File: config.mk
export PLATFORM = sky130hd
export DESIGN_NAME = vga_vram_arbiter
export DESIGN_NICKNAME = d
export VERILOG_FILES = /design/src/rtl/vga_vram_arbiter.sv
export SDC_FILE = /design/constraint.sdc
export NUM_CORES = 1
export LEC_CHECK = 0
export BUFFER_PORTS_ARGS = -buffer_cell sky130_fd_sc_hd__buf_4
export CORE_ASPECT_RATIO = 1.5
export CORE_MARGIN = 5
export CORE_UTILIZATION = 25
export CTS_BUF_LIST = sky130_fd_sc_hd__clkbuf_16
export CTS_CLUSTER_SIZE = 16
export DETAILED_ROUTE_END_ITERATION = 8
export GPL_TIMING_DRIVEN = 0
export PLACE_DENSITY = 0.59
export RECOVER_POWER = 100
export SLEW_MARGIN = 25
export SYNTH_ARGS = -nofsm -noshare
export SYNTH_HDL_FRONTEND = slang
export SYNTH_SLANG_ARGS = --single-unit
File: constraint.sdc
create_clock -name clk -period 2.05 [get_ports clk]
set_clock_uncertainty 0.2 [all_clocks]
set_input_delay 0.3075 -clock clk [delete_from_list [all_inputs] [get_ports clk]]
set_output_delay 0.3075 -clock clk [all_outputs]
set_load 0.02 [all_outputs]
File: src/rtl/vga_vram_arbiter.sv
// Two-port arbiter in front of a single-port video RAM: display fetch and GPU
// drawing share one access per cycle, with read data routed back to its issuer.
module vga_vram_arbiter #(
    parameter int addr_width   = 16,
    parameter int data_width   = 8,
    parameter int mem_latency  = 1,
    parameter int starve_limit = 8
) (
    input  logic                  clk,
    input  logic                  reset,
    input  logic                  blanking,
    input  logic                  disp_req,
    input  logic [addr_width-1:0] disp_addr,
    output logic                  disp_ack,
    output logic [data_width-1:0] disp_rdata,
    output logic                  disp_rvalid,
    input  logic                  gpu_req,
    input  logic                  gpu_we,
    input  logic [addr_width-1:0] gpu_addr,
    input  logic [data_width-1:0] gpu_wdata,
    output logic                  gpu_ack,
    output logic [data_width-1:0] gpu_rdata,
    output logic                  gpu_rvalid,
    output logic                  mem_en,
    output logic                  mem_we,
    output logic [addr_width-1:0] mem_addr,
    output logic [data_width-1:0] mem_wdata,
    input  logic [data_width-1:0] mem_rdata
);

    localparam int cnt_width = $clog2(starve_limit + 1);
    localparam logic [cnt_width-1:0] starve_max = cnt_width'(starve_limit);

    typedef enum logic {
        owner_disp = 1'b0,
        owner_gpu  = 1'b1
    } owner_t;

    typedef struct packed {
        logic   valid;
        owner_t owner;
    } tag_t;

    logic [cnt_width-1:0] starve_cnt;
    logic                 gpu_win;
    owner_t               mem_owner;
    tag_t                 tag_pipe [mem_latency];
    tag_t                 tag_exit;

    // NOTE: every signal assigned in always_comb gets a default first, so no
    // path through the block can leave it unassigned and infer a latch.
    always_comb begin
        gpu_win  = 1'b0;
        gpu_ack  = 1'b0;
        disp_ack = 1'b0;
        gpu_win  = gpu_req && (blanking || (starve_cnt == starve_max) || !disp_req);
        gpu_ack  = reset && gpu_win;
        disp_ack = reset && disp_req && !gpu_win;
    end

    // NOTE: sequential state uses non-blocking assignments only, so every
    // register samples the pre-edge values regardless of statement order.
    always_ff @(posedge clk or negedge reset) begin
        if (!reset) begin
            starve_cnt <= '0;
        end else if (gpu_req && !gpu_ack) begin
            if (starve_cnt != starve_max)
                starve_cnt <= starve_cnt + cnt_width'(1);
        end else begin
            starve_cnt <= '0;
        end
    end

    always_ff @(posedge clk or negedge reset) begin
        if (!reset) begin
            mem_en    <= 1'b0;
            mem_we    <= 1'b0;
            mem_addr  <= '0;
            mem_wdata <= '0;
            mem_owner <= owner_disp;
        end else if (gpu_ack) begin
            mem_en    <= 1'b1;
            mem_we    <= gpu_we;
            mem_addr  <= gpu_addr;
            mem_wdata <= gpu_wdata;
            mem_owner <= owner_gpu;
        end else if (disp_ack) begin
            mem_en    <= 1'b1;
            mem_we    <= 1'b0;
            mem_addr  <= disp_addr;
            mem_owner <= owner_disp;
        end else begin
            mem_en <= 1'b0;
            mem_we <= 1'b0;
        end
    end

    // NOTE: the tag pipeline is reset on purpose, unlike a data memory: any
    // stale valid bit would deliver a phantom rvalid after reset.
    always_ff @(posedge clk or negedge reset) begin
        if (!reset) begin
            for (int i = 0; i < mem_latency; i++)
                tag_pipe[i] <= '{valid: 1'b0, owner: owner_disp};
        end else begin
            for (int i = mem_latency - 1; i > 0; i--)
                tag_pipe[i] <= tag_pipe[i-1];
            tag_pipe[0] <= '{valid: mem_en && !mem_we, owner: mem_owner};
        end
    end

    assign tag_exit = tag_pipe[mem_latency-1];

    // The exiting tag lines up with the RAM data for the read it describes.
    always_ff @(posedge clk or negedge reset) begin
        if (!reset) begin
            disp_rvalid <= 1'b0;
            gpu_rvalid  <= 1'b0;
            disp_rdata  <= '0;
            gpu_rdata   <= '0;
        end else begin
            disp_rvalid <= tag_exit.valid && (tag_exit.owner == owner_disp);
            gpu_rvalid  <= tag_exit.valid && (tag_exit.owner == owner_gpu);
            if (tag_exit.valid && (tag_exit.owner == owner_disp))
                disp_rdata <= mem_rdata;
            if (tag_exit.valid && (tag_exit.owner == owner_gpu))
                gpu_rdata <= mem_rdata;
        end
    end

endmodule

# [After elaboration in Yosys (flattened, before gate mapping)]
# Index checks and enable logic that the tools add are counted.
# Widths: inputs -> output; s select.
[word_totals] elab_cells=41 input_bits=54 output_inout_bits=46 ff_bits=51
[classes] addsub=1 mux=9 n_reduce_logical=15 bitwise=1 n_eq_ne=3
[ops] operator="$mux 16" n=2
[ops] operator="$logic_and 1x1->1" n=8
[ops] operator="$mux 4" n=2
[ops] operator="$mux 1" n=5
[ops] operator="$add 4x1->4 const B" n=1
[ops] operator="$eq 4x4->1 const B" n=1
[ops] operator="$logic_not 1->1" n=4
[ops] operator="$ne 4x4->1 const B" n=1
[ops] operator="$logic_or 1x1->1" n=2
[ops] operator="$ne 2x1->1 const B" n=1
[ops] operator="$reduce_bool 2->1" n=1
[ops] operator="$not 1->1" n=1

# [Longest topological paths before layout]
[depth] depth_word=8 ltp_mapped=7 mapped_depth_nobuf=6

# [Worst setup path after synthesis]
# No wires, ideal clock.
[synth_path] path_kind="reg-to-reg" start="register starve_cnt[0]" end="register mem_wdata[0]" stages_incl_launch_ff=7 arrival_time_ns=1.595 path_buffers=1 setup_ns=0.125 slack_ns=0.130 t_required_ns=1.725 period_less_slack_ns=1.920 cell_sequence="dfrtp_1 inv_1 ha_1 and3b_1 buf_4 o211ai_4 mux2_2"
[synth_between] elab_chain_len=5
[synth_rtl] item="start, declared" line="44" text="logic [cnt_width-1:0] starve_cnt;"
[synth_rtl] item="start signal, assigned" line="68" text="starve_cnt <= starve_cnt + cnt_width'(1);"
[synth_rtl] item="$eq 4x4->1" line="56" text="gpu_win = gpu_req && (blanking || (starve_cnt == starve_max) || !disp_req);"
[synth_rtl] item="$logic_or 1x1->1 (2 in series)" line="56"
[synth_rtl] item="$logic_and 1x1->1" line="56"
[synth_rtl] item="$logic_and 1x1->1" line="57" text="gpu_ack = reset && gpu_win;"
[synth_rtl] item="end signal, assigned" line="85" text="mem_wdata <= gpu_wdata;"
[synth_rtl] item="end, declared" line="27" text="output logic [data_width-1:0] mem_wdata,"
# Every way passes these cells.
# A chain may end at the register's enable or synchronous reset.

# [Worst setup path after layout]
[layout_path] start="register starve_cnt[0]" end="output port disp_ack"
[layout_between] elab_chain_len=6
[layout_rtl] item="$eq 4x4->1" line="56"
[layout_rtl] item="$logic_or 1x1->1 (2 in series)" line="56"
[layout_rtl] item="$logic_and 1x1->1" line="56"
[layout_rtl] item="$logic_not 1->1" line="58" text="disp_ack = reset && disp_req && !gpu_win;"
[layout_rtl] item="$logic_and 1x1->1" line="58"
[layout_rtl] item="end, declared" line="14" text="output logic disp_ack,"
# Every way passes these cells.

==> metrics.md <==
| Metric | Value |
|---|---|
| Status | finished, violations left |
| Failing checks | hold timing |
| DR vias/cell | 4.48 |
| Area growth syn-to-layout | 45.8% |
| Main synth FF type | dfrtp_1 |
| FMAX | 0.490 GHz |
| Slew Limit Headroom | 0.599 |
| Clock transition at path regs | 70 ps |
| IO Count | 100 |
| Max cap viols | 0 |
| Fin. max-slew vios | 0 |
| RePlAce Congestion | 0.740 |
| Row count | 41 |
| Initial Util | 0.256 |
| WL per Instance | 15.3 um |
| H-tree Lvls | 2 |
| Max incr delay on CP | 400 ps |
| Nature of the critical path endpoint | primary output |
| Syn Nets | 239 |
| Post-Syn Instances | 183 |
| CP Launch Type | flop |
| Die Wd | 85.8 um |
| CP Launch Point | starve_cnt[0] |
| Logic pwr share | 0.265 |
| CTS tree | built |
| R2R Setup Slk | 100 ps |
| Worst path arrival time | 1530 ps |
| Worst Tran Pin Value | 597 ps |
| Reg2reg end | mem_addr[13] |
| Post-Syn Area per Cell | 11.8 um2 |
| Port bufs | 99 |
| DRC | 0 |
| RSZ-0062 raised after global routing | yes |
| Global Route Usage Sum | 0.119 |
| Worst reg2reg path depth | 6 |
| Fraction of layout cells with a size suffix above 1 | 0.380 |
| Switching Share | 0.322 |
| Net switching power | 0.916 mW |
| Post-route ant nets | 0 |
| Critical path's slowest cell | dfrtp_1 |
| Count of cell types in the netlist | 26 |
| Clock Latency Late Sink | 290 ps |
| Worst min path class | input port to async pin |
| Fillers | 882 |
| Register area share after synthesis | 0.593 |
| Fin util | 0.373 |
| Bufs on Longest Clock Path | 2 |
| Synthesized area | 2150 um2 |
| Crit path max fanout | 3 |
| Final setup violation count | 0 |
| Buffers & Inverters on Critical Path | 3 |
| Die area | 10600 um2 |
| GRT overflow | 0 |
| Final period util | 0.996 |
| Highest-count cells in the layout ignoring fill and taps | buf_4, nand2_1, dfrtp_1 |
| Final Hold Viols | 51 |
| Worst path depth | 7 |
| Die height | 124 um |
| Drt first pass iters | 4 |
| Number of sinks on the clock net | 51 |
| Antenna diode count | 0 |
| YS warnings | 0 |
| Most frequent cell on the critical path | buf_6 |
| Starting DRT DRC Count | 42 |
| Clock Power Share | 0.290 |
| Initial antenna violation count | 0 |
| CP delay by family, top | flip-flops |
| Worst path cell trace | inv_2, ha_4, nand2_4, o311ai_4, buf_6, nor2_2, buf_6 |
| Detailed-route via count | 1822 |
| Nets | 355 |
| CTS Buf Count | 5 |
| Data required time at the worst endpoint | 1540 ps |
| Flop pwr share | 0.446 |
| Register bit total from synthesis | 51 |
| Hpwl dp | 4.49 mm |
| Leading cell type in the layout, fill and taps excluded | buf_4 |
| Crit path time final | 2040 ps |
| Crit Reg-Reg Startpoint | starve_cnt[0] |
| CP Class | flop to primary output |
| Setup_tns | 0 ps |
| Worst vdd ir | 0.000447 V |
| First-pass GRT wire length | 9.55 mm |
| Post-synth EDFFs | 0 |
| Standby leakage power | 1.44 nW |
| Root Driver | clkbuf_16 |
| Final Routed Wirelength | 6.24 mm |
| Fin Hold WS | -315 ps |
| CORE AREA | 8410 um2 |
| Power per cell area | 907 nW/um2 |
| FFs w/ async S/R, synth | 1.00 |
| Largest net degree at the start of global routing | 53 |
| Vias in the first global route | 1913 |
| Crit path capture | disp_ack |
| Int Pwr | 1.93 mW |
power groups by stage:
stage | registers (mW) | clock network (mW) | logic (mW)
after detailed placement | 1.29 | 0 | 0.869
final | 1.27 | 0.823 | 0.753
after global routing | 1.29 | 0.902 | 0.820
after CTS | 1.27 | 0.862 | 0.898
after floorplan | 1.48 | 0 | 0.227
after global placement | 1.28 | 0 | 0.859
logic make-up (layout without fill, tap and decap cells):
group           after synthesis  in the layout  synth area share
flops                        51             51             0.593
buf+inv                      17            134            0.0326
mux                          25             25             0.130
xor+xnor                      3              3            0.0122
compound gates               20             20            0.0936
fa+ha+maj                     2              2            0.0116
simple gates                 65             65             0.127
how the worst min path moves through the flow:
stage	startpoint	endpoint	slack, ps	depth (start not counted)
2_1_floorplan	reset	disp_rdata[0]	-190	0
3_3_place_gp	mem_owner	tag_exit[0]	160	0
3_5_place_dp	mem_owner	tag_exit[0]	170	0
4_1_cts	reset	disp_rdata[5]	-310	1
5_1_grt	reset	gpu_rdata[1]	-310	1
6_report	reset	gpu_rdata[5]	-310	1
cell usage after synthesis (2+ instances only):
| library cell | count | area share |
|---|---|---|
| buf_1 | 2 | 0.0035 |
| buf_2 | 2 | 0.0047 |
| clkbuf_1 | 4 | 0.0070 |
| dfrtp_1 | 51 | 0.59 |
| ha_1 | 2 | 0.012 |
| inv_1 | 6 | 0.010 |
| inv_2 | 2 | 0.0035 |
| mux2_2 | 24 | 0.13 |
| nand2_1 | 54 | 0.094 |
| nand2b_1 | 2 | 0.0058 |
| nor3_1 | 3 | 0.0070 |
| o221ai_1 | 16 | 0.065 |
| xnor2_1 | 2 | 0.0081 |
stage by stage:
stage               cells  power, mW  worst slack, ps  area (um2)
floorplan             183       1.71              130        2150
global placement      389       2.14             -597        3030
detailed placement    389       2.16             -620        3030
CTS                   404       3.03            -75.6        3280
global route          407       3.02            -57.9        3140
finish                407       2.84             9.02        3140
registers in the layout, summed over array words and instances (netlist names):
name,flops
disp_rdata,8
mem_owner,1
mem_addr,16
mem_wdata,8
mem_en,1
mem_we,1
gpu_rvalid,1
gpu_rdata,8
tag_exit,2
starve_cnt,4
disp_rvalid,1
layout make-up:
class                      count  area, um2  area share
inverter                       8       30.0     0.00957
timing repair buffer         110        681       0.217
buffer                         8       41.3      0.0132
sequential                    51       1280       0.407
tap                          107        134      0.0427
clock inverter                 3       20.0     0.00638
clock buffer                   5        125      0.0399
multi-input combinational    115        830       0.264
metal layers:
layer	vias to the layer above	share of wire	global-route usage
met2	61	0.54	0.213
li1	863	-	-
met3	5	0.064	0.0331
met5	-	0	0
met4	0	0.015	0.0446
met1	893	0.39	0.134
timing repair:
action | in CTS | in global routing
pin swaps | 3 | 1
setup buffers | 8 | 3
endpoints found under the setup margin | 29 | 12
resized for setup | 16 | 3
endpoints found under the hold margin | 51 | 51
Power figures use the tool's default switching activity.
